## src/rtl/cfg_arb_pkg.sv

```systemverilog
// ----------------------------------------------------------------------------
// cfg_arb_pkg
// Shared types and constants for the configuration write arbiter.
//   arb_state_t : port-ownership FSM states (IDLE / OWNED)
//   ARB_FIXED   : ARB_MODE value for fixed priority (source 0 highest)
//   ARB_RR      : ARB_MODE value for round-robin
//   wrap_inc()  : modulo-n increment used for the round-robin pointer
// ----------------------------------------------------------------------------
package cfg_arb_pkg;

    localparam int ARB_FIXED = 0;
    localparam int ARB_RR    = 1;

    typedef enum logic {
        ST_IDLE  = 1'b0,
        ST_OWNED = 1'b1
    } arb_state_t;

    function automatic int unsigned wrap_inc(input int unsigned idx, input int unsigned n);
        return (idx + 1 >= n) ? 0 : idx + 1;
    endfunction

endpackage

```

## src/rtl/config_src_fifo.sv

```systemverilog
// ----------------------------------------------------------------------------
// config_src_fifo
// Per-source word buffer with show-ahead read (rdata is the head word).
//   clk    : rising-edge clock
//   reset  : synchronous active-high, flushes the buffer
//   push   : write wdata (ignored when full)
//   wdata  : word to buffer
//   pop    : advance past the head word (ignored when empty)
//   rdata  : head word, valid while empty=0
//   full   : FIFO_DEPTH words held
//   empty  : no words held
// FIFO_DEPTH must be a power of two >= 2.
// ----------------------------------------------------------------------------
module config_src_fifo #(
    parameter int DATA_WIDTH = 32,
    parameter int FIFO_DEPTH = 4
) (
    input  logic                  clk,
    input  logic                  reset,
    input  logic                  push,
    input  logic [DATA_WIDTH-1:0] wdata,
    input  logic                  pop,
    output logic [DATA_WIDTH-1:0] rdata,
    output logic                  full,
    output logic                  empty
);

    localparam int AW = $clog2(FIFO_DEPTH);

    logic [DATA_WIDTH-1:0] mem [FIFO_DEPTH];
    // Pointers carry one extra wrap bit to tell full from empty.
    logic [AW:0]           wr_ptr;
    logic [AW:0]           rd_ptr;
    logic                  do_push;
    logic                  do_pop;

    assign empty   = (wr_ptr == rd_ptr);
    assign full    = (wr_ptr[AW] != rd_ptr[AW]) && (wr_ptr[AW-1:0] == rd_ptr[AW-1:0]);
    assign rdata   = mem[rd_ptr[AW-1:0]];
    assign do_push = push && !full;
    assign do_pop  = pop && !empty;

    always_ff @(posedge clk) begin
        if (reset) begin
            wr_ptr <= '0;
            rd_ptr <= '0;
        end else begin
            if (do_push) wr_ptr <= wr_ptr + (AW+1)'(1);
            if (do_pop)  rd_ptr <= rd_ptr + (AW+1)'(1);
        end
    end

    always_ff @(posedge clk) begin
        if (do_push && !reset) mem[wr_ptr[AW-1:0]] <= wdata;
    end

endmodule

```

## src/rtl/config_write_arbiter.sv

```systemverilog
// ----------------------------------------------------------------------------
// config_write_arbiter
// Merges NUM_SRC configuration write streams onto one port. Every source
// buffers its words locally; one source at a time owns the port and drains
// its buffer, one word per cycle, until it drops src_active with an empty
// buffer.
//   CLK               : rising-edge clock
//   reset             : synchronous active-high reset
//   src_data          : per-source words, source i at [i*DATA_WIDTH +: DATA_WIDTH]
//   src_strobe        : per-source one-cycle write pulse
//   src_active        : per-source ownership request (mid-bitstream)
//   src_full          : per-source buffer full
//   src_overflow      : per-source sticky "word dropped" flag
//   ovf_count         : per-source saturating dropped-word count, 8 bits each
//                       (present only with CFG_ARB_OVF_COUNT_EN defined)
//   ConfigWriteData   : merged word, holds when strobe is low
//   ConfigWriteStrobe : one-cycle valid for ConfigWriteData
//   ConfigOwner       : owning source index, 0 when idle
//   ConfigBusy        : a source owns the port
// Optional feature macro: CFG_ARB_OVF_COUNT_EN
// ----------------------------------------------------------------------------
module config_write_arbiter
    import cfg_arb_pkg::*;
#(
    parameter int NUM_SRC    = 4,
    parameter int DATA_WIDTH = 32,
    parameter int FIFO_DEPTH = 4,
    parameter int ARB_MODE   = ARB_FIXED
) (
    input  logic                          CLK,
    input  logic                          reset,
    input  logic [NUM_SRC*DATA_WIDTH-1:0] src_data,
    input  logic [NUM_SRC-1:0]            src_strobe,
    input  logic [NUM_SRC-1:0]            src_active,
    output logic [NUM_SRC-1:0]            src_full,
    output logic [NUM_SRC-1:0]            src_overflow,
`ifdef CFG_ARB_OVF_COUNT_EN
    output logic [NUM_SRC*8-1:0]          ovf_count,
`endif
    output logic [DATA_WIDTH-1:0]         ConfigWriteData,
    output logic                          ConfigWriteStrobe,
    output logic [$clog2(NUM_SRC)-1:0]    ConfigOwner,
    output logic                          ConfigBusy
);

    localparam int OW = $clog2(NUM_SRC);

    logic [NUM_SRC-1:0]    fifo_empty;
    logic [NUM_SRC-1:0]    fifo_full;
    logic [NUM_SRC-1:0]    fifo_push;
    logic [NUM_SRC-1:0]    fifo_pop;
    logic [DATA_WIDTH-1:0] fifo_rdata [NUM_SRC];
    logic [NUM_SRC-1:0]    drop;
    logic [NUM_SRC-1:0]    cand;

    arb_state_t            state;
    logic [OW-1:0]         owner;
    logic [OW-1:0]         rr_ptr;
    logic [OW-1:0]         grant_idx;
    logic [OW-1:0]         scan_idx;
    logic                  grant_valid;

    // Fullness is judged before any same-cycle pop, so a strobe into a full
    // buffer is always dropped.
    assign fifo_push   = src_strobe & ~fifo_full;
    assign drop        = src_strobe & fifo_full;
    assign src_full    = fifo_full;
    assign ConfigOwner = owner;
    assign ConfigBusy  = (state == ST_OWNED);

    for (genvar g = 0; g < NUM_SRC; g++) begin : g_src
        config_src_fifo #(
            .DATA_WIDTH (DATA_WIDTH),
            .FIFO_DEPTH (FIFO_DEPTH)
        ) u_fifo (
            .clk   (CLK),
            .reset (reset),
            .push  (fifo_push[g]),
            .wdata (src_data[g*DATA_WIDTH +: DATA_WIDTH]),
            .pop   (fifo_pop[g]),
            .rdata (fifo_rdata[g]),
            .full  (fifo_full[g]),
            .empty (fifo_empty[g])
        );
    end

    always_comb begin
        fifo_pop = '0;
        if (state == ST_OWNED) fifo_pop[owner] = ~fifo_empty[owner];
    end

    // Candidate scan: fixed priority starts at 0, round-robin starts at the
    // slot after the last released owner; first candidate found wins.
    always_comb begin
        cand        = src_active | ~fifo_empty;
        grant_valid = 1'b0;
        grant_idx   = '0;
        scan_idx    = '0;
        for (int unsigned k = 0; k < NUM_SRC; k++) begin
            if (ARB_MODE == ARB_RR) scan_idx = OW'((32'(rr_ptr) + k) % NUM_SRC);
            else                    scan_idx = OW'(k);
            if (!grant_valid && cand[scan_idx]) begin
                grant_valid = 1'b1;
                grant_idx   = scan_idx;
            end
        end
    end

    always_ff @(posedge CLK) begin
        if (reset) begin
            state             <= ST_IDLE;
            owner             <= '0;
            rr_ptr            <= '0;
            ConfigWriteData   <= '0;
            ConfigWriteStrobe <= 1'b0;
        end else begin
            ConfigWriteStrobe <= 1'b0;
            case (state)
                ST_IDLE: begin
                    if (grant_valid) begin
                        state <= ST_OWNED;
                        owner <= grant_idx;
                    end
                end
                ST_OWNED: begin
                    if (!fifo_empty[owner]) begin
                        ConfigWriteStrobe <= 1'b1;
                        ConfigWriteData   <= fifo_rdata[owner];
                    end else if (!src_active[owner]) begin
                        state  <= ST_IDLE;
                        owner  <= '0;
                        rr_ptr <= OW'(wrap_inc(32'(owner), NUM_SRC));
                    end
                end
                default: state <= ST_IDLE;
            endcase
        end
    end

    always_ff @(posedge CLK) begin
        if (reset) src_overflow <= '0;
        else       src_overflow <= src_overflow | drop;
    end

`ifdef CFG_ARB_OVF_COUNT_EN
    always_ff @(posedge CLK) begin
        if (reset) begin
            ovf_count <= '0;
        end else begin
            for (int unsigned i = 0; i < NUM_SRC; i++) begin
                if (drop[i] && (ovf_count[i*8 +: 8] != 8'hFF))
                    ovf_count[i*8 +: 8] <= ovf_count[i*8 +: 8] + 8'd1;
            end
        end
    end
`endif

endmodule

```

## config.mk

```make
export PLATFORM = sky130hd
export DESIGN_NAME = config_write_arbiter
export DESIGN_NICKNAME = d
export VERILOG_FILES = /design/src/rtl/cfg_arb_pkg.sv /design/src/rtl/config_src_fifo.sv /design/src/rtl/config_write_arbiter.sv
export SDC_FILE = /design/constraint.sdc
export NUM_CORES = 1
export LEC_CHECK = 0
export ABC_AREA = 1
export CAP_MARGIN = 20
export CORE_AREA = 4 4 221 223
export DETAILED_ROUTE_END_ITERATION = 16
export DIE_AREA = 0 0 225 227
export DONT_BUFFER_PORTS = 1
export RECOVER_POWER = 100
export SLEW_MARGIN = 25
export SYNTH_ARGS = -nofsm -noshare
export SYNTH_HDL_FRONTEND = slang
export SYNTH_SLANG_ARGS = --single-unit
export TNS_END_PERCENT = 30
```

## constraint.sdc

```tcl
create_clock -name CLK -period 4.5 [get_ports CLK]
set_input_delay 0.675 -clock CLK [delete_from_list [all_inputs] [get_ports CLK]]
set_output_delay 0.675 -clock CLK [all_outputs]
set_load 0.02 [all_outputs]
```

==> flow_summary_export.csv, run 1 <==
group,metric,value,unit
run_status,outcome,"finished, violations left",
run_status,failed_checks,"max-capacitance violations, max-slew violations",
sta,rsz0062_at_grt,"no",
clocking,cts_buffers,59,
die,dieArea,51100,um2
route,drt-initial-drc-count,1413,
power_and_ir_drop,peakVddDrop,0.351,mV
setup_path,crit_chain,"inv_1 > nand2_1 > nand2_1 > nand4_1 > nand2_1 > inv_1 > nand2_1 > nor2_2 > clkbuf_1",
place,numPortBuffers,0,
hold_path,min_path_type,"in -> reg",
clocking,cts_num_sinks,584,
layout,utilization,0.558,
setup_path,path_buf_inv,3,
sta,setup_ws,1270,ps
sta,fin_skew,19.4,ps
setup_path,cpPeakStageDelay,1530,ps
logic_synthesis,synthesis.nets,2181,
logic_synthesis,synth_top_area_cell,"edfxtp_1",
setup_path,critical-path-top-delay-family,"buffers and inverters",
route,antenna_left,0,
sta,period_share,0.718,
setup_path,cp_max_fo,32,
setup_path,arrival,3410,ps
clocking,clock_path_buffers,3,
grt,grt_overflow_total,0,
logic_synthesis,synthFlopType,"edfxtp_1",
place,place_ws,2050,ps
clocking,post_cts_buffers,0,
clocking,cts-resized-gates,0,
layout,drive_above_1_share,0.0757,
logic_synthesis,synthArstFlopShare,0,
die,io_pins,182,
clocking,clockRootBuffer,"clkbuf_16",
layout,syn_to_final_growth,11.8,%
setup_path,cp-end-kind,"flip-flop",
sta,fin_tns_setup,0,ps
logic_synthesis,synth_edf_count,512,
die,dieWidth,225,um
logic_synthesis,ys_seq_area_frac,0.723,
clocking,clock_latency,610,ps
sta,setup_violations,0,
logic_synthesis,ys_top_cells_by_area,"edfxtp_1 66%, nand2_1 8.9%, nand3_1 6.8%",
route,detail_route.vias_per_cell,5.53,
die,die_y,227,um
sta,max_freq,309,MHz
clocking,cts_tree,"yes",
clocking,holdBufCountCts,0,
job,cap_violations,10,
logic_synthesis,netlist_area,23200,um2
power_and_ir_drop,power,0.0127,W
sta,hold_viol,0,
die,placementRows,79,
clocking,cts_max_level,2,
route,drt_wl_total,59900,um
setup_path,required,4680,ps
place,gp_congestion,0.855,
route,wire_per_inst,22.4,um
power_and_ir_drop,p_leak,9.42,nW
logic_synthesis,yosys_warnings,0,
power_and_ir_drop,power_density,487,nW/um2
logic_synthesis,avgSynthCellArea,11.5,um2
layout,diodes,0,
logic_synthesis,ys_types,27,
logic_synthesis,synth_top_area_frac,0.661,
route,firstDrtPassIters,6,
setup_path,path_class,"reg -> reg",
setup_path,critPathSlowestCell,"clkbuf_1",
place,dpl.hpwl,38800,um
route,vias,14770,
setup_path,startpoint_type,"flip-flop",
grt,antenna_found_initial,2,
sta,fin_crit,3230,ps
die,core_area,46600,um2
logic_synthesis,synth.ff_latch_count,584,
route,drc,0,
clocking,path_clk_slew,60,ps
sta,worstMarginPinSlew,2170,ps
sta,hold_ws,131,ps
grt,grt_pass1_vias,13759,
grt,grt_pass1_wl,88100,um
sta,finalMaxSlewViolations,262,
setup_path,cp_common_cell,"nand2_1",
layout,final_nets,2169,
sta,relSlewSlack,-0.447,
grt,grt_max_degree,65,
logic_synthesis,synthesis.instances,2023,
grt,grt_use_total,0.231,
die,start_util,0.499,
-- layout make-up --
type                       count  area, um2
sequential                   584      16800
timing repair buffer          35        329
clock inverter                45        582
fill                        3840      20600
clock buffer                  67       1570
multi-input combinational   1260       5660
tap                          607        759
inverter                      71        274
-- report_power, final --
group | switching (W) | leakage [nW] | internal, W
Sequential | 0.000218 | 5.24 | 0.00612
Combinational | 0.000716 | 3.13 | 0.000283
Clock | 0.00203 | 1.05 | 0.00329
-- through the flow --
stage	area (um2)	instances
2_1_floorplan	23200	2023
3_3_place_gp	23800	2552
3_5_place_dp	23800	2554
4_1_cts	26000	2666
5_1_grt	26000	2669
6_report	26000	2669
-- registers in the layout, summed over array words and instances (netlist names), named ones only --
register,flops
ConfigOwner,2
ConfigBusy,1
g_src.u_fifo.rd_ptr,12
g_src.u_fifo.wr_ptr,12
src_overflow,4
g_src.u_fifo.mem,512
ConfigWriteStrobe,1
ConfigWriteData,32
-- worst paths after layout --
path                                  start                         to  slack, ps  depth (start not counted)
hold / removal                        reset  g_src[1].u_fifo.rd_ptr[2]        130                          1
hold reg to reg   g_src[3].u_fifo.wr_ptr[2]  g_src[3].u_fifo.wr_ptr[2]        470                          2
setup / recovery  g_src[1].u_fifo.wr_ptr[0]  g_src[1].u_fifo.mem[0][7]       1270                          9
setup reg to reg  g_src[1].u_fifo.wr_ptr[0]  g_src[1].u_fifo.mem[0][7]       1270                          9
-- cell families after synthesis --
logic type | count (synthesis) | synth area share
xor gates and xnor gates | 3 | 0.00113
DFF | 584 | 0.723
AOI/OAI and AO/OA | 166 | 0.0375
and+or+nand+nor | 1071 | 0.193
buffers and inverters | 179 | 0.0339
adders and majority gates | 20 | 0.0108
-- layout by cell type, fill, tap and decap left out, types with 15 or more instances in the layout --
master	synthesis	layout
nand2_1	553	554
edfxtp_1	512	512
nand3_1	314	314
nor2_1	178	168
o21ai_0	90	90
dfxtp_1	72	69
clkbuf_16	0	60
inv_1	55	56
a21oi_1	43	43
o22ai_1	33	33
buf_4	4	21
ha_1	20	20
clkinv_1	1	15
-- metal layers --
metal,part of all wire,up-vias,GRT usage
met3,0.095,89,0.0818
met5,0.00023,-,0
met4,0.029,2,0.0682
li1,-,7021,-
met2,0.46,468,0.358
met1,0.41,7190,0.313
-- cell usage after synthesis (3+ instances only) --
cell,instances
dfxtp_1,72
nand4_1,6
a21oi_1,43
ha_1,20
inv_2,15
nor3b_1,3
nand2_1,553
nand2_2,4
inv_1,55
clkbuf_1,46
buf_6,6
nand3_1,314
buf_4,4
buf_1,7
nor3_1,8
edfxtp_1,512
o22ai_1,33
buf_2,45
nor2_1,178
o21ai_0,90
Note: power is estimated with default switching activity, not from simulation.
==> inputs of run 2 (changes only) <==
==> constraint.sdc (replaced) <==
create_clock -name CLK -period 3.1 [get_ports CLK]
set_input_delay 0.465 -clock CLK [delete_from_list [all_inputs] [get_ports CLK]]
set_output_delay 0.465 -clock CLK [all_outputs]
set_load 0.02 [all_outputs]
==> flow_summary_export.csv, run 2 (synthesis gave the netlist of run 1 again) <==
group,metric,value,unit
hold_path,min_path_type,"in -> reg",
layout,final_nets,2319,
power_and_ir_drop,power_density,656,nW/um2
sta,rsz0062_at_grt,"no",
route,drt_wl_total,60100,um
route,antenna_left,0,
setup_path,arrival,2830,ps
setup_path,path_class,"reg -> reg",
setup_path,cp-end-kind,"flip-flop",
place,gp_congestion,0.853,
route,detail_route.vias_per_cell,5.40,
clocking,cts_buffers,60,
grt,grt_pass1_wl,89400,um
sta,setup_violations,0,
sta,worstMarginPinSlew,1130,ps
sta,hold_viol,0,
clocking,clock_latency,610,ps
grt,met3_usage,0.0585,
route,wire_per_inst,21.3,um
grt,antenna_found_initial,6,
die,dieArea,51100,um2
route,firstDrtPassIters,6,
layout,seqCellArea,16800,um2
place,dpl_cell_area,24000,um2
die,start_util,0.499,
setup_path,required,3330,ps
job,cap_violations,0,
place,dpl.hpwl,39000,um
layout,layout_common_cells,"555 x nand2_1, 512 x edfxtp_1, 314 x nand3_1, 166 x nor2_1, 133 x dlygate4sd3_1",
die,io_pins,182,
sta,fin_tns_setup,0,ps
power_and_ir_drop,p_leak,9.93,nW
clocking,cts_tree,"yes",
route,drc,0,
die,dieWidth,225,um
layout,final_common_cell,"nand2_1",
sta,max_freq,385,MHz
grt,grt.busiest_layer,"met2",
layout,syn_to_final_growth,16.8,%
die,placementRows,79,
sta,finalMaxSlewViolations,0,
route,drt-initial-drc-count,1130,
clocking,cts_num_sinks,584,
clocking,cts_max_level,2,
place,numPortBuffers,0,
layout,drive_above_1_share,0.0786,
die,core_area,46600,um2
grt,grt_max_degree,65,
grt,grt_overflow_total,0,
layout,final_cell_area,27100,um2
run_status,outcome,"completed",
clocking,clockRootBuffer,"clkbuf_16",
setup_path,startpoint_type,"flip-flop",
sta,fin_crit,2600,ps
grt,grt_pass1_vias,14623,
clocking,post_cts_buffers,0,
power_and_ir_drop,peakVddDrop,0.475,mV
layout,multi_input_area,5680,um2
route,vias,15264,
grt,grt_use_total,0.232,
grt,met1_usage,0.316,
layout,largest_reg_flops,512,
setup_path,cp_max_fo,32,
grt,grt.met2_usage,0.374,
die,die_y,227,um
clocking,path_clk_slew,60,ps
sta,fin_skew,11.5,ps
sta,period_share,0.839,
sta,relSlewSlack,0.248,
clocking,clock_path_buffers,3,
layout,fillCellCount,3797,
## run 2: cell types whose count changed in the layout (fill, tap and decap cells not counted), moves of 4 or more
cell / delta
dlygate4sd3_1: +133
clkbuf_2: +16
bufinv_16: -12
buf_4: +9
clkbuf_1: +8
clkinv_1: -7
clkbuf_8: +6
buf_16: -5
diode_2: +5
nor2_4: +4
## run 2: stage by stage
step	power (W)	setup slack [ps]	hold slack [ps]	cells	utilization
6_report	0.0178	500	92.7	2825	0.583
5_1_grt	0.0185	343	93.0	2823	0.583
4_1_cts	0.0180	808	63.2	2820	0.585
3_5_place_dp	0.0108	808	463	2573	0.515
3_3_place_gp	0.0108	849	456	2573	0.515
2_1_floorplan	0.0103	250	445	2023	-
## run 2: cell type report
type	count	share of cell area
clock buffers	88	0.0637
diodes	5	0.000461
clock inverters	26	0.00691
multi-input cells	1260	0.209
inverters	71	0.00982
flip-flops and latches	584	0.620
well taps	607	0.0280
repair buffers	184	0.0622
## run 2: power breakdown
group / switching (W) / internal (W)
sequential: 0.000322 / 0.00888
combinational: 0.00114 / 0.000532
clock: 0.00292 / 0.00402
## run 2: timing repair
item	CTS	global route
hold buffers	133	0
resized for setup	0	0
endpoints found under the hold margin	523	0
## run 2: worst paths after layout
check / startpoint / cells after the start / to / slack [ps]
setup / recovery: g_src[1].u_fifo.wr_ptr[0] / 9 / g_src[1].u_fifo.mem[3][7] / 500
hold / removal: src_strobe[3] / 2 / g_src[3].u_fifo.wr_ptr[0] / 90
setup reg to reg: g_src[1].u_fifo.wr_ptr[0] / 9 / g_src[1].u_fifo.mem[3][7] / 500
hold reg to reg: g_src[3].u_fifo.wr_ptr[2] / 2 / g_src[3].u_fifo.wr_ptr[2] / 470
## run 2: layer usage
layer | vias up | part of all wire
met2 | 432 | 0.47
met5 | - | 0.00068
met1 | 7387 | 0.42
met4 | 6 | 0.027
met3 | 99 | 0.075
li1 | 7340 | -
## run 2: critical path, cell delays in order (launching register included)
cell and delay [ps]:
dfxtp_1 390, inv_1 130, nand2_1 80, nand2_1 90, nand4_1 120, nand2_1 130
inv_1 100, nand2_1 90, nor2_1 220, clkbuf_2 810
==> inputs of run 3 (changes only) <==
==> constraint.sdc (replaced) <==
create_clock -name CLK -period 2.7 [get_ports CLK]
set_input_delay 0.405 -clock CLK [delete_from_list [all_inputs] [get_ports CLK]]
set_output_delay 0.405 -clock CLK [all_outputs]
set_load 0.02 [all_outputs]
==> flow_summary_export.csv, run 3 (synthesis gave the netlist of run 1 again) <==
group,metric,value,unit
power_and_ir_drop,p_leak,10.0,nW
clocking,cts_buffers,59,
sta,fin_skew,16.7,ps
power_and_ir_drop,power_density,767,nW/um2
grt,grt_pass1_vias,14781,
setup_path,cp-end-kind,"flip-flop",
route,drc,0,
clocking,path_clk_slew,60,ps
die,die_y,227,um
route,firstDrtPassIters,5,
route,wire_per_inst,21.8,um
sta,max_freq,416,MHz
sta,relSlewSlack,0.332,
layout,final_nets,2322,
place,dpl.hpwl,40400,um
sta,period_share,0.890,
route,detail_route.vias_per_cell,5.47,
power_and_ir_drop,pwr-share-comb,0.095,
die,core_area,46600,um2
die,io_pins,182,
grt,antenna_found_initial,5,
grt,grt_overflow_total,0,
setup_path,crit_chain,"inv_1 > nand2_1 > nand2_1 > nand3_1 > nand2_1 > inv_1 > nand2_1 > nor2_2 > clkbuf_4",
layout,largest_reg_flops,512,
power_and_ir_drop,p_clk_frac,0.402,
hold_path,min_path_type,"in -> reg",
place,gp_congestion,0.861,
die,dieWidth,225,um
layout,syn_to_final_growth,17.6,%
place,numPortBuffers,0,
layout,multi_input_area,5680,um2
sta,finalMaxSlewViolations,0,
route,drt-initial-drc-count,1366,
grt,grt_pass1_wl,92700,um
clocking,cts_tree,"yes",
layout,fillCellCount,3813,
clocking,clock_latency,620,ps
grt,grt_use_total,0.241,
power_and_ir_drop,p_sw,0.00508,W
clocking,cts_max_level,2,
power_and_ir_drop,p_seq_frac,0.503,
layout,utilization,0.587,
power_and_ir_drop,swShare,0.243,
die,start_util,0.499,
route,drt_wl_total,61500,um
setup_path,cp_common_cell,"nand2_1",
sta,hold_viol,0,
sta,fin_crit,2400,ps
setup_path,critPathSlowestCell,"clkbuf_4",
power_and_ir_drop,power,0.0210,W
setup_path,arrival,2640,ps
die,placementRows,79,
sta,setup_violations,0,
clocking,post_cts_buffers,0,
layout,seqCellArea,16800,um2
setup_path,path_class,"reg -> reg",
job,cap_violations,0,
run_status,outcome,"completed",
sta,rsz0062_at_grt,"no",
power_and_ir_drop,p_int,0.0159,W
layout,layout_common_cells,"554 x nand2_1, 512 x edfxtp_1, 314 x nand3_1, 167 x nor2_1, 133 x dlygate4sd3_1",
layout,drive_above_1_share,0.0840,
die,dieArea,51100,um2
grt,grt_max_degree,65,
route,antenna_left,0,
setup_path,cp_max_fo,32,
clocking,cts-resized-gates,0,
layout,final_common_cell,"nand2_1",
route,vias,15449,
clocking,clockRootBuffer,"clkbuf_16",
setup_path,required,2940,ps
setup_path,startpoint_type,"flip-flop",
clocking,cts_num_sinks,584,
power_and_ir_drop,peakVddDrop,0.692,mV
sta,worstMarginPinSlew,1000,ps
clocking,clock_path_buffers,3,
setup_path,cpPeakStageDelay,490,ps
## run 3: worst max-delay path: cells and delay by family, from the launching register on
family / cells / cell delay, ps
AND/OR/NAND/NOR: 6 / 860
buffers and inverters: 3 / 730
flip-flops: 1 / 380
## run 3: repair_timing
item                                    CTS  global route
endpoints found under the hold margin   525             0
endpoints found under the setup margin    0             0
hold buffers                            133             0
## run 3: final cells by class
cell class | instances | share of cell area
Clock buffer | 79 | 0.0620
Clock inverter | 32 | 0.0123
Sequential cell | 584 | 0.615
Multi-Input combinational cell | 1260 | 0.208
Antenna cell | 2 | 0.000183
Tap cell | 607 | 0.0278
Inverter | 71 | 0.00975
Timing Repair Buffer | 188 | 0.0650
## run 3: layer usage
layer | up-vias | routed length [um] | global-route usage
li1 | 7331 | - | -
met1 | 7519 | 26200 | 0.336
met2 | 499 | 28800 | 0.386
met3 | 92 | 4960 | 0.0594
met4 | 8 | 1480 | 0.0583
met5 | - | 43 | 0
## run 3: power by group through the flow
| stage | Combinational [W] | Sequential [W] | Clock, W |
|---|---|---|---|
| after floorplan | 0.00120 | 0.0106 | 0 |
| after global placement | 0.00176 | 0.0107 | 0 |
| after detailed placement | 0.00177 | 0.0107 | 0 |
| after CTS | 0.00203 | 0.0105 | 0.00856 |
| after global routing | 0.00222 | 0.0106 | 0.00897 |
| final | 0.00199 | 0.0105 | 0.00842 |
## run 3: worst paths after layout
| kind | from | cells after the start | slack [ps] | end |
|---|---|---|---|---|
| hold / removal | src_strobe[3] | 2 | 60 | g_src[3].u_fifo.wr_ptr[0] |
| setup reg to reg | g_src[2].u_fifo.wr_ptr[1] | 9 | 300 | g_src[2].u_fifo.mem[1][29] |
| hold reg to reg | g_src[3].u_fifo.wr_ptr[2] | 2 | 480 | g_src[3].u_fifo.wr_ptr[2] |
| setup / recovery | g_src[2].u_fifo.wr_ptr[1] | 9 | 300 | g_src[2].u_fifo.mem[1][29] |
## run 3: per-stage QoR
stage          TNS [ps]  instances  instance area, um2  setup slack, ps  hold WS [ps]
6_report              0       2823               27300              298          58.6
2_1_floorplan    -34600       2023               23200            -90.1           445
3_5_place_dp          0       2577               24000              392           464
4_1_cts               0       2821               27400              383          15.0
3_3_place_gp          0       2577               24000              440           460
5_1_grt               0       2822               27300              159          55.7
